**src/rtl/alu181_pkg.sv**
```systemverilog
// alu181_pkg: shared types and limits for the 74181 ALU scheduler
package alu181_pkg;
  typedef enum logic [1:0] {IDLE, SETTLE, RESP} sched_state_e;
  typedef struct packed {
    logic [3:0] a;
    logic [3:0] b;
    logic [3:0] s;
    logic       m;
  } alu_op_t;
  localparam int SETTLE_MAX = 15;
endpackage

```
**src/rtl/alu181_sched_arb.sv**
```systemverilog
// rr_arbiter: combinational round-robin grant, searching upward from ptr+1
module rr_arbiter #(
  parameter  int N  = 2,
  localparam int IW = (N > 1) ? $clog2(N) : 1
) (
  input  logic [N-1:0]  req,
  input  logic [IW-1:0] ptr,
  input  logic          en,
  output logic [N-1:0]  gnt,
  output logic [IW-1:0] gnt_id
);
  logic [IW-1:0] w_idx;
  always_comb begin
    gnt    = '0;
    gnt_id = '0;
    w_idx  = '0;
    // walk from lowest to highest priority so the nearest requester wins last
    for (int k = N; k >= 1; k--) begin
      w_idx = IW'((int'(ptr) + k) % N);
      if (en && req[w_idx]) begin
        gnt        = '0;
        gnt[w_idx] = 1'b1;
        gnt_id     = w_idx;
      end
    end
  end
endmodule

```
**src/rtl/alu181_sched.sv**
```systemverilog
// alu181_sched: round-robin sharing of one 74181 ALU between NREQ requesters
module alu181_sched
  import alu181_pkg::*;
#(
  parameter  int NREQ       = 2,
  parameter  int SETTLE_CYC = 1,
  localparam int IDW        = $clog2(NREQ)
) (
  input  logic                 clk,
  input  logic                 rst,
  input  logic [NREQ-1:0]      req_valid,
  output logic [NREQ-1:0]      req_ready,
  input  logic [NREQ-1:0][3:0] req_a,
  input  logic [NREQ-1:0][3:0] req_b,
  input  logic [NREQ-1:0][3:0] req_s,
  input  logic [NREQ-1:0]      req_m,
  output logic [3:0]           alu_a,
  output logic [3:0]           alu_b,
  output logic [3:0]           alu_s,
  output logic                 alu_m,
  input  logic [4:0]           alu_f,
  output logic                 rsp_valid,
  input  logic                 rsp_ready,
  output logic [IDW-1:0]       rsp_id,
  output logic [4:0]           rsp_f,
  output logic                 busy
);
  localparam logic [3:0] LOAD = 4'((SETTLE_CYC > SETTLE_MAX) ? SETTLE_MAX :
                                   (SETTLE_CYC < 1) ? 1 : SETTLE_CYC);
  sched_state_e   r_state, w_next;
  alu_op_t        r_op;
  logic [3:0]     r_cnt;
  logic [IDW-1:0] r_ptr, r_id, w_gid;
  logic [4:0]     r_f;
  logic [NREQ-1:0] w_gnt;
  logic           w_hs;

  rr_arbiter #(.N(NREQ)) u_arb (
    .req   (req_valid),
    .ptr   (r_ptr),
    .en    (r_state == IDLE && !rst),
    .gnt   (w_gnt),
    .gnt_id(w_gid)
  );

  assign req_ready = w_gnt;
  assign w_hs      = |w_gnt;
  assign alu_a     = r_op.a;
  assign alu_b     = r_op.b;
  assign alu_s     = r_op.s;
  assign alu_m     = r_op.m;
  assign rsp_valid = r_state == RESP;
  assign rsp_id    = r_id;
  assign rsp_f     = r_f;
  assign busy      = r_state != IDLE;

  always_comb begin
    w_next = (r_state == IDLE && w_hs)           ? SETTLE :
             (r_state == SETTLE && r_cnt == 4'd1) ? RESP   :
             (r_state == RESP && rsp_ready)       ? IDLE   : r_state;
  end

  always_ff @(posedge clk) begin
    if (rst) begin
      r_state <= IDLE;
      r_op    <= '0;
      r_id    <= '0;
      r_f     <= '0;
      r_cnt   <= '0;
      r_ptr   <= IDW'(NREQ - 1);
    end else begin
      r_state <= w_next;
      if (w_hs) begin
        r_op  <= '{a: req_a[w_gid], b: req_b[w_gid], s: req_s[w_gid], m: req_m[w_gid]};
        r_id  <= w_gid;
        r_cnt <= LOAD;
      end
      if (r_state == SETTLE) begin
        r_cnt <= r_cnt - 4'd1;
        if (r_cnt == 4'd1) r_f <= alu_f;
      end
      if (r_state == RESP && rsp_ready) r_ptr <= r_id;
    end
  end
endmodule

```
**config.mk**
```make
export PLATFORM = sky130hd
export DESIGN_NAME = alu181_sched
export DESIGN_NICKNAME = d
export VERILOG_FILES = /design/src/rtl/alu181_pkg.sv /design/src/rtl/alu181_sched_arb.sv /design/src/rtl/alu181_sched.sv
export SDC_FILE = /design/constraint.sdc
export NUM_CORES = 1
export LEC_CHECK = 0
export ABC_AREA = 1
export CORE_MARGIN = 2
export CORE_UTILIZATION = 44
export CTS_BUF_LIST = sky130_fd_sc_hd__clkbuf_8 sky130_fd_sc_hd__clkbuf_16
export CTS_CLUSTER_SIZE = 16
export DETAILED_ROUTE_END_ITERATION = 16
export PLACE_DENSITY = 0.88
export SLEW_MARGIN = 20
export SYNTH_ARGS = -nofsm -noshare
export SYNTH_HDL_FRONTEND = slang
export SYNTH_SLANG_ARGS = --single-unit
export TNS_END_PERCENT = 5
```
**constraint.sdc**
```tcl
create_clock -name clk -period 3.2 [get_ports clk]
set_input_delay 0.48 -clock clk [delete_from_list [all_inputs] [get_ports clk]]
set_output_delay 0.48 -clock clk [all_outputs]
set_load 0.01 [all_outputs]
```
==> run metrics, run 1 <==
status complete, no violations; CP Capture Type primary output; Worst Path Arrival around 2.0 ns; Hold Crit Class reg2reg; worst vdd ir between 0.2 and 0.3 mV; commonest non-fill, non-tap cells in the layout clkdlybuf4s50_1 (58), nand2_1 (36), dfxtp_1 (26); Final ANT Viol Nets 0; placed cell count 260; FILL cells between 200 and 250; critical path class in2out; IO Pins 59; final net count between 200 and 300; Yosys top cell by area dfxtp_1; setup violators final 0; CTS Hold Buffers Added 0; post-synth top area share 39.1%; min Tclk post-route ~2.5 ns; number of I/O port buffers between 50 and 60; CTS sink count 26; Crit Path Max Fanout 16; worst setup margin between 0.6 and 0.7 ns; initial core utilization between 40% and 50%; largest net degree at the start of global routing 20; synth top area cells dfxtp_1 (39%), nand2_1 (10%), o21bai_1 (7.3%), nand3_1 (7.1%), a21oi_1 (6.4%); CP Launch Type input pin; RSZ-0062 raised after global routing false; CTS Buf Count 3; Setup WS pre-CTS 0.695 ns; Max Fclk about 400 MHz; Synth Instances approximately 180; drt wl/cell roughly 12 um; Layout area overhead 46.6%; ANT cells 0; #FFs+latches synth 26; Core Area between 2000 and 3000 um2; Final Max Slew Viols 0; Synth warnings 0; Lkg Pwr between 0.7 and 0.8 nW; row cnt 19; sequential area share after synthesis 39.1%; synthesized area about 1300 um2; drt initial violations 81; Final Hold Violating Endpoints 0; Clock Skews between 0.0015 and 0.002 ns; die width 59.0 um; Overall Global Routing Usage roughly a fifth; Slew HR approximately three quarters; vias in the first global route roughly 1,300; Mean Syn Cell Area approximately 7.5 um2; share of cells above drive strength 1 7.30%; WL final 3120 um; Power Density 406 nW/um2; CTS tree yes; post_cts resized 0; post-CTS setup buffer count 0; Reg-to-Reg Start r_ptr; initial antenna violation count 0; grt ovf 0; Die Ht 59.0 um; Slew @ Worst Pin ~0.4 ns; Max-cap violations 0; fin cells between 200 and 300; critical path startpoint rst; Multi-input gate area between 600 and 700 um2; Post-Route Utilization 69.6%; Worst-path clk slew 0.09 ns; RePlAce Congestion around 0.8; first-pass iteration count of the detailed router 4; H-tree Lvls 1; DRC Markers 0; Tcrit/Tclk final about four fifths; Worst-Skew Late Latency 0.26 ns; Setup TNS 0 ns; clk buf depth 2; Via density roughly 5.1; first-pass GRT wire length about 5300 um; Hold Path Origin rsp_f[1]; Die ar. 3480 um2; register area 520 um2; Tot Pwr roughly 0.79 mW; placed wire-length estimate 2310 um; r2r setup slk approximately 1.6 ns; DR vias ~1,300; clock tree root driver cell clkbuf_8; commonest non-fill, non-tap cell in the layout clkdlybuf4s50_1; CP required ~2.7 ns; syn nets 215; Distinct cells, synth 25
synthesized netlist by cell type, drive strengths merged:
cell / instances
ha: 2
o21bai: 13
buf: 6
nand4: 2
nand2: 38
a31oi: 1
nor2: 17
inv: 23
or2: 1
o21ai: 7
clkbuf: 2
nand3: 19
dfxtp: 26
a21oi: 20
cell type report:
class	instances	share of cell area (%)
clock buffer	4	2.82
inverter	23	4.42
multi-input combinational	120	33.6
sequential	26	26.7
tap	31	1.99
timing repair buffer	60	30.5
final timing paths:
check / end / cells after the start
worst min register to register: rsp_f[1] / 2
worst max-delay path: req_ready[0] / 5
worst max register to register: alu_b[1] / 7
worst min-delay path: rsp_f[1] / 2
stage by stage:
step           cell area (um2)  hold WS, ns
2_1_floorplan             1330        0.450
3_3_place_gp              1900        0.452
3_5_place_dp              1900        0.459
4_1_cts                   1950        0.473
5_1_grt                   1950        0.503
6_report                  1950        0.470
layer usage:
layer	GRT usage, %	routed length, um	vias up
li1	-	-	680
met1	25.1	1470	594
met2	33.7	1400	58
met5	0	0	-
met3	2.62	227	4
met4	4.87	27	0
flip-flops by register name, indices dropped and copies added (netlist names):
name     cells
rsp_f        5
alu_a        4
alu_b        4
alu_s        4
r_cnt        4
r_state      2
alu_m        1
r_ptr        1
rsp_id       1
worst max-delay path: stages:
cell and delay (ns):
clkdlybuf4s50_1 0.43, inv_2 0.14, nand2_4 0.18, nor2_4 0.22
clkdlybuf4s50_1 0.57
cell families after synthesis:
logic type | after synthesis | share of synthesized area (%)
AND/OR/NAND/NOR | 77 | 28.0
AO/OA/AOI/OAI | 41 | 19.4
buffers and inverters | 31 | 11.7
adder cells (fa/ha/maj) | 2 | 1.88
flip-flops | 26 | 39.1
where the power goes:
group	internal, mW	switching, mW	leakage [nW]
Clock	0.110	0.0983	0.0288
Combinational	0.113	0.107	0.553
Sequential	0.348	0.0150	0.212
Total	0.572	0.220	0.794
Power figures use the tool's default switching activity.
==> run 2, diff against run 1 <==
--- a/config.mk
+++ b/config.mk
@@ -7,11 +7,11 @@
 export LEC_CHECK = 0
 export ABC_AREA = 1
 export CORE_MARGIN = 2
-export CORE_UTILIZATION = 44
+export CORE_UTILIZATION = 41
 export CTS_BUF_LIST = sky130_fd_sc_hd__clkbuf_8 sky130_fd_sc_hd__clkbuf_16
 export CTS_CLUSTER_SIZE = 16
 export DETAILED_ROUTE_END_ITERATION = 16
-export PLACE_DENSITY = 0.88
+export PLACE_DENSITY = 0.83
 export SLEW_MARGIN = 20
 export SYNTH_ARGS = -nofsm -noshare
 export SYNTH_HDL_FRONTEND = slang
==> constraint.sdc (replaced) <==
create_clock -name clk -period 2.49 [get_ports clk]
set_input_delay 0.3735 -clock clk [delete_from_list [all_inputs] [get_ports clk]]
set_output_delay 0.3735 -clock clk [all_outputs]
set_load 0.01 [all_outputs]
==> run metrics, run 2 (synthesis gave the netlist of run 1 again) <==
Overall Global Routing Usage between 10% and 20%; initial core utilization between 40% and 50%; H-tree Lvls 1; drt initial violations 35; Design Area, Final around 2000 um2; critical path class in2out; Via density about 4.7; CP Launch Type input pin; vias in the first global route around 1,200; CTS Hold Buffers Added 0; Tot Pwr 1.02 mW; post_cts resized 0; FF-to-FF End r_cnt[3]; status complete, no violations; worst reg2reg path depth 7; Post-Route Utilization between 60 and 70%; share of cells above drive strength 1 about 7.7%; clk buf depth 2; Clock Skews 0.00656 ns; Tcrit/Tclk final about 92%; RePlAce Congestion 0.758; critical path startpoint rst; CTS Buf Count 3; Lkg Pwr 0.799 nW; DRC Markers 0; RSZ-0062 raised after global routing false; DR vias 1,311; first-pass GRT wire length 5130 um; Setup crit end req_ready[0]; min Tclk post-route roughly 2.3 ns; CTS tree yes; Worst-Skew Late Latency 0.27 ns; Setup WS pre-CTS slightly below 0.2 ns; grt ovf 0; Max-cap violations 0; Crit Path Max Fanout 16; number of I/O port buffers 58; Slew @ Worst Pin roughly 0.39 ns; die width about 60 um; worst setup margin between 0.2 and 0.25 ns; Die ar. between 3000 and 4000 um2; Post-DP Area around 1900 um2; Worst-path clk slew approximately 0.080 ns; CP required ~2.1 ns; drt wl/cell 10.8 um; commonest non-fill, non-tap cell in the layout clkdlybuf4s50_1; r2r setup slk between 0.9 and 1 ns; ANT cells 0; max reg flops 5; setup violators final 0; commonest non-fill, non-tap cells in the layout clkdlybuf4s50_1 (58), nand2_1 (36), dfxtp_1 (26); Power Density approximately 500 nW/um2; Die Ht slightly above 60 um; IO Pins 59; Core Area roughly 3100 um2; row cnt 20; Final Hold Violating Endpoints 0; largest net degree at the start of global routing 20; CP Capture Type primary output; Reg-to-Reg Start r_state[0]; initial antenna violation count 0; Worst Path Arrival 1.92 ns; CTS sink count 26; Final ANT Viol Nets 0; final net count around 270; clock tree root driver cell clkbuf_8; Layout area overhead 48.4%; Setup TNS 0 ns; Slew HR between 70% and 80%; placed wire-length estimate about 2300 um; worst vdd ir between 0.3 and 0.4 mV; WL final 3020 um; Hold Crit Class reg2reg; first-pass iteration count of the detailed router 5; Final Max Slew Viols 0; Max Fclk 437 MHz; post-CTS setup buffer count 0
[run 2: cell types whose count changed in the layout (fill, tap and decap cells not counted)]
cell and delta:
buf_4 +1
[run 2: cell type report]
cell class | count | area (um2)
sequential | 26 | 520
timing repair buffer | 61 | 603
multi-input combinational | 120 | 656
tap | 44 | 55.1
clock buffer | 4 | 55.1
fill | 289 | 1100
inverter | 23 | 86.3
[run 2: worst max-delay path, stage by stage]
cell	delay, ns
clkdlybuf4s50_1	0.45
inv_2	0.14
nand2_4	0.17
nor2_4	0.21
clkdlybuf4s50_1	0.56
[run 2: stage by stage]
step	cells	hold WS, ns
finish	278	0.465
global route	278	0.486
CTS	278	0.468
detailed placement	274	0.456
global placement	274	0.449
floorplan	177	0.450
[run 2: worst min path at each step]
stage	slack (ns)	depth (start not counted)	startpoint	endpoint
after floorplan	0.45	2	r_ptr	r_ptr
after global placement	0.45	2	rsp_f[3]	rsp_f[3]
after detailed placement	0.46	2	alu_b[2]	alu_b[2]
after CTS	0.47	2	alu_b[2]	alu_b[2]
after global routing	0.49	2	alu_m	alu_m
final	0.46	2	alu_m	alu_m
[run 2: power by group]
| part | internal [mW] | total, mW | switching [mW] |
|---|---|---|---|
| Combinational | 0.147 | 0.285 | 0.138 |
| Clock | 0.141 | 0.265 | 0.123 |
| Sequential | 0.448 | 0.466 | 0.0180 |
[run 2: per-layer routing]
metal	vias to the layer above	global-route usage, %	wire (um)
met1	571	22.5	1380
met4	0	1.86	11
met2	55	30.6	1310
li1	681	-	-
met3	4	6.61	313
met5	-	0	0
